### src/rtl/sumador_serial.sv
// sumador_serial: bit-serial adder/subtractor, one full-adder bit per clock, LSB first
module sumador_serial #(
    parameter int WIDTH = 8
) (
    input  logic             clk,
    input  logic             rst_n,
    input  logic             start,
    input  logic [WIDTH-1:0] A,
    input  logic [WIDTH-1:0] B,
    input  logic             Ci,
    input  logic             Sub,
    output logic [WIDTH-1:0] S,
    output logic             Co,
    output logic             Ov,
    output logic             busy,
    output logic             done
);
    localparam int CW = $clog2(WIDTH);
    typedef enum logic [1:0] {IDLE, RUN, DONE} state_t;
    state_t           state, state_next;
    logic [WIDTH-1:0] a_reg, b_reg;
    logic [WIDTH-2:0] sh;
    logic [WIDTH-1:0] sh_cat;
    logic [CW-1:0]    cnt;
    logic             c, sum_bit, c_next, last, accept;
    // Full-adder slice, end-of-operand detect and next-state decode
    always_comb begin
        accept     = start && (state != RUN);
        sum_bit    = a_reg[0] ^ b_reg[0] ^ c;
        c_next     = (a_reg[0] & b_reg[0]) | (a_reg[0] & c) | (b_reg[0] & c);
        last       = (state == RUN) && (cnt == CW'(WIDTH - 1));
        sh_cat     = {sum_bit, sh};
        state_next = accept ? RUN : (state == RUN) ? (last ? DONE : RUN) : IDLE;
        busy       = (state == RUN);
        done       = (state == DONE);
    end
    // State register
    always_ff @(posedge clk or negedge rst_n) begin
        if (!rst_n) state <= IDLE;
        else        state <= state_next;
    end
    // Operand shifters, carry, partial-sum shifter and result registers
    always_ff @(posedge clk or negedge rst_n) begin
        if (!rst_n) begin
            a_reg <= '0;
            b_reg <= '0;
            c     <= 1'b0;
            cnt   <= '0;
            sh    <= '0;
            S     <= '0;
            Co    <= 1'b0;
            Ov    <= 1'b0;
        end else if (accept) begin
            a_reg <= A;
            b_reg <= Sub ? ~B : B;
            c     <= Ci ^ Sub;
            cnt   <= '0;
        end else if (state == RUN) begin
            a_reg <= a_reg >> 1;
            b_reg <= b_reg >> 1;
            c     <= c_next;
            sh    <= sh_cat[WIDTH-1:1];
            cnt   <= cnt + CW'(1);
            if (last) begin
                S  <= sh_cat;
                Co <= c_next;
                Ov <= c ^ c_next;
            end
        end
    end
endmodule

### config.mk
export PLATFORM = sky130hd
export DESIGN_NAME = sumador_serial
export DESIGN_NICKNAME = d
export VERILOG_FILES = /design/src/rtl/sumador_serial.sv
export SDC_FILE = /design/constraint.sdc
export NUM_CORES = 1
export LEC_CHECK = 0
export BUFFER_PORTS_ARGS = -buffer_cell sky130_fd_sc_hd__buf_2
export CORE_ASPECT_RATIO = 1.25
export CORE_UTILIZATION = 58
export DETAILED_ROUTE_END_ITERATION = 12
export PLACE_DENSITY = 0.8
export REMOVE_ABC_BUFFERS = 1
export SLEW_MARGIN = 0
export SYNTH_ARGS = -nofsm -noshare
export SYNTH_HDL_FRONTEND = slang
export SYNTH_SLANG_ARGS = --single-unit
### constraint.sdc
create_clock -name clk -period 3.3 [get_ports clk]
set_clock_uncertainty 0.15 [all_clocks]
set_input_delay 0.495 -clock clk [delete_from_list [all_inputs] [get_ports clk]]
set_output_delay 0.495 -clock clk [all_outputs]
set_load 0.01 [all_outputs]
## Word-level counts from Yosys, hierarchy flattened

Cells that the tools add are included.

| word-level totals | value |
|---|---|
| flip-flop bits (word level) | 39 |
| bits in latches | 0 |
| bits in writable memories | 0 |
| ROM bits | 0 |
| output and inout bits | 12 |
| logic and storage cells | 42 |
| memories | 0 |

| operators by class | value |
|---|---|
| add/sub/neg operators | 1 |
| multiply operators | 0 |
| divide/modulo/power cells | 0 |
| $lt $le $gt $ge | 0 |
| equality and inequality tests | 4 |
| shift-type cells | 0 |
| multiplexer cells | 12 |
| bitwise operators | 11 |
| reduce and logical (&&, ||, !) cells | 5 |

Operators with widths:

| operator | count |
|---|---|
| 8-bit 2-to-1 mux | 5 |
| 8-bit inverter | 1 |
| 2-bit 2-to-1 mux | 3 |
| 3-bit 2-to-1 mux | 2 |
| 1-bit XOR | 4 |
| 3-bit by 1-bit adder with 3-bit output (second input constant) | 1 |
| 1-bit AND | 3 |
| 3-bit equality test (second input constant) | 1 |
| 3-bit AND reduction | 1 |
| 2-bit by 1-bit equality test with 1-bit output (second input constant) | 1 |
| 2-bit equality test (second input constant) | 1 |
| 1-bit logical AND | 2 |
| 1-bit 2-to-1 mux | 2 |
| 2-bit by 1-bit inequality test with 1-bit output (second input constant) | 1 |
| 1-bit bitwise OR | 2 |
| 2-bit AND reduction | 1 |
| 2-bit nonzero test | 1 |
| 1-bit inverter | 1 |

## Longest topological paths before layout

| logic depth | value |
|---|---|
| depth after elaboration | 5 |
| depth in mapped cells | 6 |

## Worst setup path after synthesis

No wires, ideal clock.

| path | value |
|---|---|
| path type | register to register |
| start | reg cnt[0] |
| end | reg Co |
| setup time | 0.125 ns |
| arrival | 1.296 ns |
| required time | 3.025 ns |
| slack | 1.730 ns |
| cell stages (with the launch flop) | 6 |
| period minus slack after synthesis | 1.570 ns |
| cells stage by stage | dfrtp_1 ha_1 ha_1 nand3b_4 buf_6 mux2_2 |

| between the ends | value |
|---|---|
| cells in the longest elaborated chain, start to end | 3 |

RTL lines:

| element | RTL line | text |
|---|---|---|
| start, declared | 24 | `logic [CW-1:0] cnt;` |
| start signal, assigned | 63 | `cnt <= cnt + CW'(1);` |
| 3-bit equality test | 31 | `last = (state == RUN) && (cnt == CW'(WIDTH - 1));` |
| 1-bit logical AND | 31 |  |
| 3-bit AND reduction (no source line) | n/a |  |
| end signal, assigned | 66 | `Co <= c_next;` |
| end, declared | 13 | `output logic Co,` |

Every way passes these cells.
A chain may end at the register's enable or synchronous reset.

## Worst setup path after layout

| path | value |
|---|---|
| start | reg state[0] |
| end | out busy |

| between the ends | value |
|---|---|
| cells in the longest elaborated chain, start to end | 1 |

RTL lines:

| element | RTL line | text |
|---|---|---|
| start, declared | 20 | `state_t state, state_next;` |
| start signal, assigned | 40 | `else state <= state_next;` |
| 2-bit by 1-bit equality test with 1-bit output | 34 | `busy = (state == RUN);` |
| end, declared | 15 | `output logic busy,` |

Every way passes these cells.

==> flow_summary_export.csv <==
group,metric,value,unit
cts,clk_pin_slew_worst_paths,110,ps
finish,drive_gt1_frac,0.335,
hold_path,worst_hold_path_type,"in -> async",
synth,main_combinational_cell_family_by_area_after_synthesis,"multiplexers",
synth,synthXorXnorAreaFrac,0.0493,
synth,synth-compound-area-share,0.0549,
status,outcome,"complete, no violations",
synth,yosys.area_share.simple,0.0768,
cts,clk_root_buffer_cell,"sky130_fd_sc_hd__clkbuf_4",
power_and_ir_drop,switching_power,0.598,mW
cts,tritoncts.num_buffers,5,
timing,timing_worst_slew_pin_value,849,ps
place,post-place-cells,201,
drt,vias,1089,
power_and_ir_drop,p_leak,1.01,nW
place,gp_routability_congestion,0.701,
critical_path,timing.critical_path.from,"state[0]",
finish,finish.utilization,0.675,
critical_path,critPathKind,"reg -> out",
power_and_ir_drop,power_frac_clock,0.138,
critical_path,timing.critical_path.to_type,"primary output",
critical_path,crit-reg2reg-launch,"state[0]",
critical_path,cp_data_required_time,2650,ps
timing,timing.fmax,517,MHz
timing,tns,0,ps
critical_path,timing.critical_path.arrival,1290,ps
floorplanning,die_x,51.5,µm
cts,clkSinkCount,39,
timing,timing_max_transition_violations_final,0,
finish,layout.cell_area.non_filler,1970,µm²
floorplanning,die_h,63.9,µm
finish,highest_count_cells_in_the_layout_ignoring_fill_and_taps,"sky130_fd_sc_hd__dfrtp_1, sky130_fd_sc_hd__buf_2, sky130_fd_sc_hd__nand2_1, sky130_fd_sc_hd__o21ai_0, sky130_fd_sc_hd__mux2i_1",
critical_path,crit_path_start_kind,"flop",
finish,layout.cells.most_common,"sky130_fd_sc_hd__dfrtp_1",
drt,route.detailed.vias_per_inst,5.21,
floorplanning,initial_core_utilization,0.609,
synth,yosysSeqAreaShare,0.549,
finish,antennaDiodeCount,0,
cts,holdBufCountCts,0,
synth,mean_cell_area_of_the_mapped_netlist,12.6,µm²
finish,final_cells,209,
synth,syn-instance-count,141,
global_route,globalRouteOverflowTotal,0,
global_route,grt_first_pass_wirelength,5010,µm
floorplanning,core.rowCount,22,
drt,drt-pass1-iter-count,3,
timing,finalHoldViolations,0,
place,dpl_cell_area,1920,µm²
global_route,grt_pass1_vias,1142,
power_and_ir_drop,switching_share,0.350,
global_route,grt_max_degree,40,
critical_path,maximum_fanout_encountered_on_the_critical_timing_path,9,
place,detailedPlacementHpwl,2010,µm
power_and_ir_drop,power_per_cell_area,868,nW/µm²
cts,worst_skew_pair.late_latency,360,ps
timing,final_setup_viols,0,
power_and_ir_drop,share_comb_of_total_power,0.381,
timing,worst_slew_margin_rel,0.434,
power_and_ir_drop,sequential_share_of_power,0.481,
finish,finish.net_count,196,
drt,drtIter0Drc,10,
floorplanning,design.core.area,2920,µm²
cts,cts_setup_buffers,0,
drt,drt.antenna.violating_nets,0,
floorplanning,dieArea,3290,µm²
synth,ys_seq_elements,39,
floorplanning,design.portCount,33,
cts,max-clock-path-buffers,2,
synth,yosysUniqueCellTypes,21,
timing,final_clock_period_utilization_by_the_worst_path,0.586,
drt,routed_wire_length_per_instance,13.8,µm
finish,areaGrowthSynthToFinish,10.8,%
global_route,gr-usage-all-layers,0.218,
synth,area_share_of_fa_ha_maj_cells_after_synthesis,0.0254,
power_and_ir_drop,intPower,1.11,mW
synth,yosys_synthesis_warning_count,0,
drt,remaining_drc_errors,0,
timing,rsz0062_at_grt,"false",
power_and_ir_drop,max-vdd-ir-drop,0.000482,V
cts,post_cts_resized,0,
synth,synth.mux.area_fraction,0.202,
cts,htreeDepth,2,
global_route,antenna_violations_before_repair,0,
run,cap_viol_max_count,0,
place,placement.io_buffers,32,
power_and_ir_drop,total_power,1.71,mW
drt,routed_wl,2890,µm
cts,tritoncts,"built",
synth,synthesis.area,1780,µm²
timing,min_period,1940,ps
[cells by family (layout without fill, tap and decap cells)]
kind of cell | after synthesis | in the layout
mux | 33 | 33
simple gates | 27 | 27
buf+inv | 10 | 42
xor+xnor | 10 | 10
compound gates | 19 | 19
flops | 39 | 39
fa+ha+maj | 3 | 3
[stage by stage]
stage | hold WS, ps | setup WS (ps)
after CTS | 95.7 | 1340
after global placement | 307 | 1640
after detailed placement | 327 | 1580
after global routing | 142 | 1300
after floorplan | 49.4 | 1620
final | 78.4 | 1360
[worst max-delay path, stage by stage, from the launching register on]
cell and delay (ps):
sky130_fd_sc_hd__dfrtp_1 410, sky130_fd_sc_hd__nor2b_4 320, sky130_fd_sc_hd__buf_2 200
[synth_stat cells, drive strengths merged]
cell type	instances	area, µm²
o21ai	18	90.1
nand3b	1	20.0
nor2b	1	13.8
mux2i	16	160
nand2	18	67.6
xnor2	2	17.5
and2b	1	7.51
xor2	8	70.1
a211oi	1	7.51
ha	2	25.0
nor2	4	15.0
mux2	17	199
buf	8	66.3
nand2b	2	12.5
fa	1	20.0
dfrtp	39	976
inv	1	3.75
clkbuf	1	5.00
[path summary, 6_finish.rpt]
kind,end,slack (ps),cells past startpoint
worst min-delay path,S[5],80,1
worst min register to register,b_reg[3],350,2
max in group asynchronous,S[3],2390,1
worst max register to register,cnt[0],1580,4
worst max-delay path,busy,1360,2
min in group clk,a_reg[7],230,3
[layout make-up]
type,instances,area [µm²]
multi-input combinational,92,726
clock inverter,1,5.00
inverter,1,3.75
tap,36,45.0
timing repair buffer,33,168
fill,240,950
clock buffer,7,45.0
sequential,39,976
[power by group through the flow]
| stage | Sequential [mW] | Combinational [mW] | Clock (mW) |
|---|---|---|---|
| after global placement | 0.819 | 0.626 | 0 |
| after global routing | 0.851 | 0.742 | 0.261 |
| after CTS | 0.825 | 0.663 | 0.247 |
| after floorplan | 0.829 | 0.443 | 0 |
| final | 0.822 | 0.650 | 0.236 |
| after detailed placement | 0.835 | 0.661 | 0 |
[per-layer routing]
layer / part of all wire / wire [µm] / vias up / GRT usage
met2: 0.50 / 1440 / 28 / 0.349
met1: 0.43 / 1230 / 512 / 0.251
met4: 0.028 / 80 / 0 / 0.142
met5: 0 / 0 / - / 0
met3: 0.048 / 140 / 8 / 0.0571
li1: - / - / 541 / -
Power figures use the tool's default switching activity.
